===== src/rtl/pcie_ltssm_ctrl.sv =====
// Multi-lane PCIe LTSSM: Detect -> Polling -> Configuration -> L0, plus Recovery/Disabled/Loopback.
// Latency: all outputs registered; state and outputs update one cycle after the transition condition.
// Backpressure: tx_ready_i only slows tx_cnt; valid may drop on state exit with no set owed.
module pcie_ltssm_ctrl #(
    parameter int NUM_LANES      = 4,
    parameter int TIMEOUT_CYCLES = 64,
    parameter int DETECT_CYCLES  = 8,
    parameter int TS_TX_MIN      = 16,
    parameter int TS_RX_REQ      = 8
) (
    input  logic                 clk_i,
    input  logic                 rst_ni,
    input  logic [NUM_LANES-1:0] rx_detected_i,
    input  logic [NUM_LANES-1:0] rx_ts1_i,
    input  logic [NUM_LANES-1:0] rx_ts2_i,
    input  logic [NUM_LANES-1:0] rx_idl_i,
    input  logic [NUM_LANES-1:0] rx_eios_i,
    input  logic                 retrain_i,
    input  logic                 link_disable_i,
    input  logic                 loopback_req_i,
    output logic                 tx_valid_o,
    output logic [1:0]           tx_type_o,
    input  logic                 tx_ready_i,
    output logic                 detect_en_o,
    output logic [NUM_LANES-1:0] active_lanes_o,
    output logic                 link_up_o,
    output logic                 timeout_o,
    output logic [3:0]           ltssm_state_o
);

    localparam int TW  = $clog2(TIMEOUT_CYCLES + 1);
    localparam int TXW = $clog2(TS_TX_MIN + 1);
    localparam int RXW = $clog2(TS_RX_REQ + 1);

    localparam logic [TW-1:0]  TMO_LAST = TW'(TIMEOUT_CYCLES - 1);
    localparam logic [TW-1:0]  TMR_MAX  = TW'(TIMEOUT_CYCLES);
    localparam logic [TW-1:0]  DET_LAST = TW'(DETECT_CYCLES - 1);
    localparam logic [TXW-1:0] TX_MIN   = TXW'(TS_TX_MIN);
    localparam logic [RXW-1:0] RX_REQ   = RXW'(TS_RX_REQ);

    localparam logic [1:0] TX_NONE = 2'd0;
    localparam logic [1:0] TX_TS1  = 2'd1;
    localparam logic [1:0] TX_TS2  = 2'd2;
    localparam logic [1:0] TX_IDL  = 2'd3;

    typedef enum logic [3:0] {
        DETECT_QUIET  = 4'd0,
        DETECT_ACTIVE = 4'd1,
        POLL_ACTIVE   = 4'd2,
        POLL_CONFIG   = 4'd3,
        CONFIG        = 4'd4,
        CONFIG_IDLE   = 4'd5,
        L0            = 4'd6,
        RECOVERY      = 4'd7,
        DISABLED      = 4'd8,
        LOOPBACK      = 4'd9
    } state_e;

    state_e                          state_q, state_d;
    logic [TW-1:0]                   timer_q;
    logic [TXW-1:0]                  tx_cnt_q;
    logic [NUM_LANES-1:0][RXW-1:0]   rx_cnt_q;
    logic [NUM_LANES-1:0]            active_lanes_q;
    logic                            tx_valid_q, detect_en_q, link_up_q, timeout_q;
    logic [1:0]                      tx_type_q;

    logic [NUM_LANES-1:0]            rx_hit;
    logic                            done, timed, timeout_d, latch_d;

    // Next-state decision: expected rx pulse per state, done, timeout (done wins a tie).
    always_comb begin
        rx_hit    = '0;
        done      = (tx_cnt_q == TX_MIN);
        timed     = 1'b0;
        timeout_d = 1'b0;
        latch_d   = 1'b0;
        state_d   = state_q;

        case (state_q)
            POLL_ACTIVE, RECOVERY:  rx_hit = (rx_ts1_i | rx_ts2_i) & active_lanes_q;
            POLL_CONFIG, CONFIG:    rx_hit = rx_ts2_i & active_lanes_q;
            CONFIG_IDLE:            rx_hit = rx_idl_i & active_lanes_q;
            default:                rx_hit = '0;
        endcase

        for (int l = 0; l < NUM_LANES; l++) begin
            if (active_lanes_q[l] && (rx_cnt_q[l] != RX_REQ)) begin
                done = 1'b0;
            end
        end

        case (state_q)
            DETECT_QUIET: begin
                if (timer_q == DET_LAST) state_d = DETECT_ACTIVE;
            end
            DETECT_ACTIVE: begin
                if (timer_q == DET_LAST) begin
                    latch_d = 1'b1;
                    state_d = (|rx_detected_i) ? POLL_ACTIVE : DETECT_QUIET;
                end
            end
            POLL_ACTIVE: begin
                timed = 1'b1;
                if (done) state_d = POLL_CONFIG;
            end
            POLL_CONFIG: begin
                timed = 1'b1;
                if (done) state_d = CONFIG;
            end
            CONFIG: begin
                timed = 1'b1;
                if (done) state_d = CONFIG_IDLE;
            end
            CONFIG_IDLE: begin
                timed = 1'b1;
                if (done) state_d = L0;
            end
            L0: begin
                if (link_disable_i)                                   state_d = DISABLED;
                else if (loopback_req_i)                              state_d = LOOPBACK;
                else if (retrain_i || |(rx_eios_i & active_lanes_q))  state_d = RECOVERY;
            end
            RECOVERY: begin
                timed = 1'b1;
                if (done) state_d = CONFIG_IDLE;
            end
            DISABLED: begin
                if (!link_disable_i) state_d = DETECT_QUIET;
            end
            LOOPBACK: begin
                if (!loopback_req_i) state_d = DETECT_QUIET;
            end
            default: state_d = DETECT_QUIET;
        endcase

        if (timed && !done && (timer_q == TMO_LAST)) begin
            state_d   = DETECT_QUIET;
            timeout_d = 1'b1;
        end
    end

    // State, counters and registered outputs; every counter clears on state entry.
    always_ff @(posedge clk_i or negedge rst_ni) begin
        if (!rst_ni) begin
            state_q        <= DETECT_QUIET;
            timer_q        <= '0;
            tx_cnt_q       <= '0;
            rx_cnt_q       <= '0;
            active_lanes_q <= '0;
            tx_valid_q     <= 1'b0;
            tx_type_q      <= TX_NONE;
            detect_en_q    <= 1'b0;
            link_up_q      <= 1'b0;
            timeout_q      <= 1'b0;
        end else begin
            state_q   <= state_d;
            timeout_q <= timeout_d;
            if (latch_d) active_lanes_q <= rx_detected_i;

            if (state_d != state_q) begin
                timer_q  <= '0;
                tx_cnt_q <= '0;
                rx_cnt_q <= '0;
            end else begin
                if (timer_q != TMR_MAX) timer_q <= timer_q + 1'b1;
                if (tx_valid_q && tx_ready_i && (tx_cnt_q != TX_MIN)) tx_cnt_q <= tx_cnt_q + 1'b1;
                for (int l = 0; l < NUM_LANES; l++) begin
                    if (rx_hit[l] && (rx_cnt_q[l] != RX_REQ)) rx_cnt_q[l] <= rx_cnt_q[l] + 1'b1;
                end
            end

            detect_en_q <= (state_d == DETECT_ACTIVE);
            link_up_q   <= (state_d == L0);
            case (state_d)
                POLL_ACTIVE, RECOVERY: begin tx_valid_q <= 1'b1; tx_type_q <= TX_TS1; end
                POLL_CONFIG, CONFIG:   begin tx_valid_q <= 1'b1; tx_type_q <= TX_TS2; end
                CONFIG_IDLE:           begin tx_valid_q <= 1'b1; tx_type_q <= TX_IDL; end
                default:               begin tx_valid_q <= 1'b0; tx_type_q <= TX_NONE; end
            endcase
        end
    end

    assign tx_valid_o     = tx_valid_q;
    assign tx_type_o      = tx_type_q;
    assign detect_en_o    = detect_en_q;
    assign active_lanes_o = active_lanes_q;
    assign link_up_o      = link_up_q;
    assign timeout_o      = timeout_q;
    assign ltssm_state_o  = state_q;

endmodule


===== config.mk =====
export PLATFORM = sky130hd
export DESIGN_NAME = pcie_ltssm_ctrl
export DESIGN_NICKNAME = d
export VERILOG_FILES = /design/src/rtl/pcie_ltssm_ctrl.sv
export SDC_FILE = /design/constraint.sdc
export NUM_CORES = 1
export LEC_CHECK = 0
export CAP_MARGIN = 20
export CORE_ASPECT_RATIO = 0.75
export CORE_MARGIN = 3
export CORE_UTILIZATION = 54
export CTS_CLUSTER_SIZE = 40
export DETAILED_ROUTE_END_ITERATION = 10
export GPL_TIMING_DRIVEN = 0
export PLACE_DENSITY_LB_ADDON = 0.2
export SLEW_MARGIN = 10
export SYNTH_ARGS = -nofsm -noshare
export SYNTH_HDL_FRONTEND = slang
export SYNTH_SLANG_ARGS = --single-unit

===== constraint.sdc =====
create_clock -name clk_i -period 3.5 [get_ports clk_i]
set_clock_uncertainty 0.05 [all_clocks]
set_input_delay 1.05 -clock clk_i [delete_from_list [all_inputs] [get_ports clk_i]]
set_output_delay 1.05 -clock clk_i [all_outputs]
set_load 0.01 [all_outputs]

==> flow_metrics.tcl <==
set metrics [dict create \
    worst-path-max-fanout 10 \
    initial_utilization_pct 56.9 \
    crit_buf_inv 2 \
    cts_tree "built" \
    wire_per_inst_um 16.8 \
    async_reset_ff_share_pct 100 \
    cp_slowest_cell "or4_4" \
    ioPinCount 40 \
    rsz0062_at_grt "no" \
    drt_iter0_markers 213 \
    die_w_um 85.9 \
    yosys_warnings 0 \
    gp_congestion 0.848 \
    grt_usage_pct 23.7 \
    rows 21 \
    clkLatencyLatePin_ps 300 \
    grt_pass1_wl_mm 10.6 \
    diodes 0 \
    power_frac_comb_pct 45.1 \
    cp.arrival_ps 3570 \
    nNetsFinal 354 \
    synth-edff-count 0 \
    first_global_vias 2269 \
    mostFrequentLayoutCells "42 x dfrtp_1, 38 x clkdlybuf4s50_1, 21 x inv_1, 21 x nor4_1, 17 x xnor2_1" \
    stdcell_count 374 \
    syn_to_final_growth_pct 24.6 \
    drv_slew 0 \
    power_density_nw_per_um2 616 \
    grt_max_degree 23 \
    hold_class "flop to flop" \
    drive_gt1_share_pct 12.3 \
    grt_overflow 0 \
    syn_area_per_cell_um2 9.65 \
    leakage_nw 1.40 \
    die_area_um2 5660 \
    cts_root_buffer "clkbuf_8" \
    cp_cell_sequence "clkdlybuf4s50_1 -> or4_4 -> nand4_1 -> o311ai_0 -> mux2_4 -> o22a_1 -> buf_6 -> or4_4 -> nor2_2" \
    p_switching_mw 0.785 \
    period_minus_slack_ps 3380 \
    vias_per_cell 6.03 \
    switching_share_pct 39.6 \
    ant_nets 0 \
    crit_top_cell "or4_4" \
    synth_fp_nets 306 \
    cp_top_family "simple AND/OR/NAND/NOR gates" \
    yosysUniqueCellTypes 47 \
    syn-cell-area_um2 2580 \
    final_common_cell "dfrtp_1" \
    setup-violations-final 0 \
    drv_cap 0 \
    vias 2257 \
    status "completed" \
    fmax_mhz 296 \
    cp-end-kind "flop" \
    numCtsBuffers 5 \
    multiInputGateArea_um2 1430 \
    worst-endpoint-required_ps 3680 \
    core_area_um2 4550 \
    synth.yosys.seq_area_share_pct 40.7 \
    antenna_found_initial 0 \
    clkSinkCount 42 \
    port_buffers 39 \
    fin_crit_sh_pct 96.6 \
    tightest_slew_ps 580 \
    ys.flop_type "dfrtp_1" \
    yosys_register_bits 42 \
    drc 0 \
    path_clk_slew_ps 80 \
    slew_headroom_pct 61.4 \
    dp_hpwl_mm 4.53 \
    postSynthCellCount 268 \
    cp_slowest_stage_delay_ps 550 \
    htreeDepth 2 \
    fp.dieH_um 65.9 \
    p_int_mw 1.20 \
    layout.area.seq_um2 1050 \
    final_cell_area_um2 3220 \
    nFillCells 342 \
    place_area_um2 3070 \
    ir_drop_mv 0.440 \
    wl_mm 6.27 \
    cts_buffer_depth 2 \
    dpl.cell_count 365 \
    start_kind "primary input" \
    p_clk_share_pct 16.6 \
    seqPwrFrac_pct 38.3 \
    critical_path_class "primary input to flop" \
    hold_viol_final 0 \
    dr.pass1.iters 5 \
]
-- repair_timing --
action / 4_1_cts / 5_1_grt
endpoints found under the setup margin: 0 / 21
hold buffers: 0 / 0
resized for setup: 0 / 13
setup buffers: 0 / 1
-- worst reg2reg max path: stages, from the launching register on --
cell,delay [ps]
dfrtp_1,410
inv_1,100
ha_1,150
nand3b_1,120
a222oi_1,490
and2_2,300
mux2_4,330
o22a_1,220
buf_6,150
or4_4,530
nor2_2,80
-- through the flow --
step / utilization (%) / power [mW] / worst slack (ps) / hold slack [ps] / setup TNS, ps
global placement: 67.0 / 1.57 / -216 / 493 / -3300
detailed placement: 67.5 / 1.62 / -249 / 507 / -4080
global route: 70.9 / 2.15 / 12.5 / 566 / 0
CTS: 69.6 / 1.95 / 32.3 / 518 / 0
finish: 70.9 / 1.98 / 118 / 530 / 0
floorplan: - / 1.36 / 367 / 472 / 0
-- per-layer routing --
layer	share of wire (%)	up-vias	routed length (um)	global-route usage (%)
li1	-	1067	-	-
met1	47	1104	2950	33.1
met2	46	76	2880	37.6
met3	6.1	10	380	4.86
met4	1.0	0	65	5.93
met5	0	-	0	0
-- layout make-up --
class / instances / area share (%)
plain buffers: 16 / 2.37
clock buffers: 6 / 2.56
clock inverters: 2 / 0.388
inverters: 21 / 2.45
multi-input cells: 189 / 44.3
flip-flops and latches: 42 / 32.6
well taps: 57 / 2.21
repair buffers: 41 / 13.0
-- registers in the layout (all words and copies together) (netlist names) --
register / cells
link_up_o: 1
ltssm_state_o: 4
tx_valid_o: 1
active_lanes_o: 4
timer_q: 7
timeout_o: 1
tx_type_o: 2
detect_en_o: 1
tx_cnt_q: 5
rx_cnt_q: 16
-- synthesized netlist by cell type, types with 5 or more instances --
| cell | count | area share (%) |
|---|---|---|
| inv_1 | 21 | 3.0 |
| clkbuf_1 | 10 | 1.5 |
| buf_2 | 5 | 0.97 |
| dfrtp_1 | 42 | 41 |
| mux2i_1 | 7 | 2.7 |
| nand3_1 | 11 | 2.1 |
| nand4_1 | 5 | 1.2 |
| nor4_1 | 28 | 6.8 |
| xor2_1 | 6 | 2.0 |
| o21ai_0 | 8 | 1.5 |
| and3_1 | 9 | 2.2 |
| nor2_1 | 13 | 1.9 |
| xnor2_1 | 17 | 5.8 |
| nor3_1 | 5 | 0.97 |
| nand2_1 | 13 | 1.9 |
| nor2b_1 | 6 | 1.5 |
| ha_1 | 12 | 5.8 |
-- worst paths after layout --
kind | from | to | slack (ps) | cells past startpoint
hold / removal | rx_cnt_q[11] | rx_cnt_q[11] | 530 | 2
hold reg to reg | rx_cnt_q[11] | rx_cnt_q[11] | 530 | 2
setup / recovery | rx_detected_i[1] | timer_q[2] | 120 | 9
min in group asynchronous | rst_ni | rx_cnt_q[11] | 680 | 1
max in group asynchronous | rst_ni | link_up_o | 2230 | 2
setup reg to reg | rx_cnt_q[4] | timer_q[2] | 530 | 10
-- logic make-up (layout without fill, tap and decap cells) --
kind of cell	count (synthesis)	in the layout	synth area share [%]
and+or+nand+nor	109	109	24.4
AOI/OAI and AO/OA	32	32	9.73
xor gates and xnor gates	24	24	8.42
adders and majority gates	12	12	5.81
buffers and inverters	37	86	5.91
muxes	12	12	5.03
DFF	42	42	40.7
-- power groups by stage --
stage	Clock, mW	Combinational, mW	Sequential, mW
2_1_floorplan	0	0.615	0.744
3_3_place_gp	0	0.812	0.754
3_5_place_dp	0	0.853	0.763
4_1_cts	0.333	0.857	0.755
5_1_grt	0.356	1.02	0.777
6_report	0.329	0.896	0.759
Power figures use the tool's default switching activity.
